File: config.mk
export PLATFORM = sky130hd
export DESIGN_NAME = cia_tod_tick
export DESIGN_NICKNAME = d
export VERILOG_FILES = /design/src/rtl/cia_pkg.sv /design/src/rtl/cia_sync_filter.sv /design/src/rtl/cia_tod_tick.sv
export SDC_FILE = /design/constraint.sdc
export NUM_CORES = 1
export LEC_CHECK = 0
export BUFFER_PORTS_ARGS = -buffer_cell sky130_fd_sc_hd__buf_2
export CAP_MARGIN = 30
export CORE_UTILIZATION = 45
export DETAILED_ROUTE_END_ITERATION = 7
export SETUP_SLACK_MARGIN = 0.3
export SLEW_MARGIN = 25
export SYNTH_ARGS = -nofsm -noshare
export SYNTH_HDL_FRONTEND = slang
export SYNTH_SLANG_ARGS = --single-unit
export TNS_END_PERCENT = 30
File: constraint.sdc
create_clock -name clk -period 4 [get_ports clk]
set_clock_uncertainty 0.15 [all_clocks]
set_input_delay 0.2 -clock clk [delete_from_list [all_inputs] [get_ports clk]]
set_output_delay 0.2 -clock clk [all_outputs]
set_load 0.05 [all_outputs]
File: src/rtl/cia_pkg.sv
// Shared constants and helpers for the CIA time-of-day tick generator
// and the pin synchroniser/debounce blocks reused elsewhere in the CIA.
package cia_pkg;

   localparam int CIA_DIV_PAL  = 141876;
   localparam int CIA_DIV_NTSC = 119318;
   localparam int CIA_DIV_W    = 18;
   localparam int CIA_FILT_LEN = 4;
   localparam int CIA_WD_MULT  = 2;

   function automatic int cia_max(input int a, input int b);
      return (a > b) ? a : b;
   endfunction

endpackage

File: src/rtl/cia_sync_filter.sv
// Two-flop synchroniser, polarity correction and run-length debounce for an
// asynchronous CIA input pin; level only moves after FILT_LEN agreeing samples.
module cia_sync_filter import cia_pkg::*; #(
   parameter int FILT_LEN = CIA_FILT_LEN
) (
   input  logic clk,
   input  logic reset,
   input  logic en,
   input  logic din,
   input  logic pol,
   output logic level
);

   logic       sync1_r;
   logic       sync2_r;
   logic       level_r;
   logic [3:0] cnt_r;
   logic       samp_s;

   assign samp_s = sync2_r ^ pol;
   assign level  = level_r;

   // Synchroniser chain plus debounce counter; a partial run is lost on reset.
   always_ff @(posedge clk or posedge reset) begin
      if (reset) begin
         sync1_r <= 1'b0;
         sync2_r <= 1'b0;
         level_r <= 1'b0;
         cnt_r   <= 4'd0;
      end else if (en) begin
         sync1_r <= din;
         sync2_r <= sync1_r;
         if (samp_s == level_r) begin
            cnt_r <= 4'd0;
         end else if (cnt_r == 4'(FILT_LEN - 1)) begin
            level_r <= samp_s;
            cnt_r   <= 4'd0;
         end else begin
            cnt_r <= cnt_r + 4'd1;
         end
      end
   end

endmodule

File: src/rtl/cia_tod_tick.sv
// TOD count strobe generator: picks a debounced external tick or an internal
// 50/60 Hz prescaler, and flags a missing external tick via a watchdog.
module cia_tod_tick import cia_pkg::*; #(
   parameter int DIV_PAL  = CIA_DIV_PAL,
   parameter int DIV_NTSC = CIA_DIV_NTSC,
   parameter int DIV_W    = CIA_DIV_W,
   parameter int FILT_LEN = CIA_FILT_LEN,
   parameter int WD_MULT  = CIA_WD_MULT
) (
   input  logic clk,
   input  logic reset,
   input  logic clk7_en,
   input  logic tick_in,
   input  logic tick_pol,
   input  logic src_int,
   input  logic pal,
   output logic count,
   output logic tick_lost,
   output logic level
);

   localparam int WD_MAX = WD_MULT * cia_max(DIV_PAL, DIV_NTSC);
   localparam int WD_W   = $clog2(WD_MAX + 1);

   logic [DIV_W-1:0] presc_r;
   logic [DIV_W-1:0] div_last_s;
   logic [WD_W-1:0]  wd_r;
   logic [WD_W-1:0]  wd_lim_s;
   logic [WD_W-1:0]  wd_next_s;
   logic             level_s;
   logic             level_d_r;
   logic             src_int_d_r;
   logic             count_r;
   logic             tick_lost_r;
   logic             ext_edge_s;
   logic             int_tick_s;
   logic             switch_s;

   cia_sync_filter #(
      .FILT_LEN (FILT_LEN)
   ) u_sync_filter (
      .clk   (clk),
      .reset (reset),
      .en    (clk7_en),
      .din   (tick_in),
      .pol   (tick_pol),
      .level (level_s)
   );

   assign div_last_s = pal ? DIV_W'(DIV_PAL - 1) : DIV_W'(DIV_NTSC - 1);
   assign wd_lim_s   = pal ? WD_W'(WD_MULT * DIV_PAL) : WD_W'(WD_MULT * DIV_NTSC);
   assign ext_edge_s = level_s & ~level_d_r;
   assign int_tick_s = (presc_r >= div_last_s);
   assign switch_s   = src_int ^ src_int_d_r;

   // Watchdog next value; clamps down too when pal shrinks the window.
   always_comb begin
      wd_next_s = wd_r;
      if (src_int || ext_edge_s) begin
         wd_next_s = {WD_W{1'b0}};
      end else if (wd_r >= wd_lim_s) begin
         wd_next_s = wd_lim_s;
      end else begin
         wd_next_s = wd_r + WD_W'(1);
      end
   end

   // Prescaler, source mux and watchdog state; a source switch kills that cycle's tick.
   always_ff @(posedge clk or posedge reset) begin
      if (reset) begin
         presc_r     <= {DIV_W{1'b0}};
         wd_r        <= {WD_W{1'b0}};
         level_d_r   <= 1'b0;
         src_int_d_r <= 1'b0;
         count_r     <= 1'b0;
         tick_lost_r <= 1'b0;
      end else if (clk7_en) begin
         src_int_d_r <= src_int;
         level_d_r   <= level_s;
         wd_r        <= wd_next_s;
         tick_lost_r <= ~src_int & (wd_next_s == wd_lim_s);
         if (switch_s || !src_int || int_tick_s) begin
            presc_r <= {DIV_W{1'b0}};
         end else begin
            presc_r <= presc_r + DIV_W'(1);
         end
         if (switch_s) begin
            count_r <= 1'b0;
         end else if (src_int) begin
            count_r <= int_tick_s;
         end else begin
            count_r <= ext_edge_s;
         end
      end
   end

   assign count     = count_r;
   assign tick_lost = tick_lost_r;
   assign level     = level_s;

endmodule

==> results.ini <==
[job]
maxCapViolCount=0

[drt]
vias=2716
routed_wl_um=7810
via_per_inst=5.79
routedWlPerCell_um=16.7
antenna_left=0
drc=0
drt_iter0_markers=203
dr.pass1.iters=4

[yosys]
postSynthAreaPerCell_sq_um=9.21
synthArstFlopShare_pct=100
synth_cell_types=59
synthCells=370
synth_top_cell_area_share_pct=35.3
synth_most_common_cell=dfrtp_1
synth-seq-cells=48
syn_area_sq_um=3410
synth_area_leaders=dfrtp_1, ha_1, xnor2_1
yosysTopAreaCell=dfrtp_1
synth_edf_count=0
syn-num-nets=401
ys_warn_count=0
synthTopCellsByCount=dfrtp_1, nor2_1, nand2_1
dominantRegCellSynth=dfrtp_1
synth-seq-area-share_pct=35.3

[clocking]
path_clk_slew_ps=90
htreeDepth=2
tritoncts=yes
cts_buffer_depth=2
cts_sinks=48
cts.repair.resized=0
clk_latency_ps=310
clock_tree.root_cell=clkbuf_8
cts_inserted_buffers=5

[floorplanning]
dieArea_sq_um=7920
chipWidth_um=89.0
core-area_sq_um=7290
start_util_pct=46.7
placementRows=31
die_y_um=89.0
num_io_pins=10

[sta]
finalSetupViolCount=0
fmax_mhz=338
finalHoldViolCount=0
timing.final.ws_setup_ps=1040
drv_slew=0
fin_setup_tns_ps=0
timing.slew.headroom_pct=59.2
worst_slew_pin_slew_ps=613
rsz0062_at_grt=false
period_needed_ps=2960
period_share_pct=74.0

[power]
power_mw=1.27
power_leakage_nw=1.54
powerDensity_nw_per_um2=356
ir_drop_mv=0.236

[setup_path]
end_kind=flop
setup.worst_path.class=reg2reg
start_kind=flop
crit_fanout=8
required_ps=4090
worstPathArrival_ps=3050

[layout]
areaGrowthSynthToFinish_pct=4.41
multi_input_area_sq_um=1980
fill_cells=735
nNetsFinal=402
register_area_sq_um=1200
drive_gt1_share_pct=10.8
final_area_sq_um=3560
diodes=0

[grt]
grt_max_degree=49
grt_pass1_wl_um=13200
globalRouteOverflowTotal=0
grt_pass1_vias=2667
antenna_found_initial=0
track_usage_pct=21.9

[placement]
port_buffers=9
placed_area_sq_um=3440
gp_congestion=0.887
dp_hpwl_um=5540
dpl_worst_slack_ps=816

[run_status]
outcome=completed

[worst_hold_path]
hold_class=in2reg

[registers in the layout, summed over array words and instances (netlist names)]
name / cells
wd_r: 19
presc_r: 18
u_sync_filter.cnt_r: 4
count: 1
level_d_r: 1
src_int_d_r: 1
tick_lost: 1
u_sync_filter.level: 1
u_sync_filter.sync1_r: 1
u_sync_filter.sync2_r: 1
[report_power, final]
part / switching (mW) / internal, mW
Sequential: 0.0770 / 0.531
Clock: 0.165 / 0.180
Combinational: 0.196 / 0.117
[worst max-delay path, stage by stage, from the launching register on]
cell	delay [ps]
dfrtp_1	450
ha_1	440
nand4_4	210
nor4_2	450
nand3_1	150
xor2_1	190
or4b_1	510
o22a_1	210
o21ai_1	140
[timing repair]
action                    4_1_cts  5_1_grt
hold buffers                    2        0
setup buffers                   0        0
hold endpoints to repair       49        0
[logic make-up (layout without fill, tap and decap cells)]
family	count (synthesis)	count (layout)	synth area share, %
xor+xnor	26	26	6.68
compound gates	84	84	16.2
simple gates	143	143	24.0
fa+ha+maj	24	24	8.81
flops	48	48	35.3
mux	7	7	2.28
buf+inv	38	38	6.76
[final cells by class]
type,count,area share [%]
inverter,18,1.97
timing repair buffer,14,2.46
tap,99,3.48
clock inverter,1,0.844
multi-input combinational,284,55.5
sequential,48,33.8
clock buffer,5,1.93
[path summary, 6_finish.rpt]
path / from / end / slack, ps / cells past startpoint
max in group asynchronous: reset / presc_r[6] / 2920 / 3
max: wd_r[0] / tick_lost / 1040 / 8
max reg2reg: wd_r[0] / tick_lost / 1040 / 8
min in group asynchronous: reset / wd_r[9] / 370 / 3
min reg2reg: u_sync_filter.sync1_r / u_sync_filter.sync1_r / 370 / 1
min: src_int / src_int_d_r / 90 / 2
[layer usage]
layer / share of wire, % / global-route usage (%)
met3: 4.4 / 3.97
met4: 1.1 / 5.92
met1: 49 / 30.6
met5: 0 / 0
met2: 45 / 35.1
[layout by cell type, fill, tap and decap left out, drive strengths merged, types with 2 or more instances in the layout]
cell type,netlist,routed
nor4,7,7
o22a,2,2
dfrtp,48,48
inv,17,17
o221ai,4,4
nor2,33,33
a21oi,17,17
o31ai,3,3
dlygate4sd3,0,2
o2bb2ai,3,3
nor2b,3,3
or2,2,2
o21ai,22,22
o22ai,2,2
and3,4,4
clkbuf,13,5
nand4b,2,2
or4,3,3
a21o,10,10
buf,7,12
nand4,20,20
nor3,13,13
xor2,11,11
o41ai,2,2
nand3,20,20
ha,24,24
mux2,6,6
a31oi,8,8
nand2,25,25
nand2b,2,2
and4,4,4
o211ai,2,2
xnor2,15,15
[per-stage QoR]
step	std cells	utilization [%]	hold slack, ps
floorplan	370	-	202
detailed placement	461	47.2	181
finish	469	48.8	86.6
global route	469	48.8	112
global placement	461	47.1	296
CTS	469	48.8	96.9
Note: power is estimated with default switching activity, not from simulation.
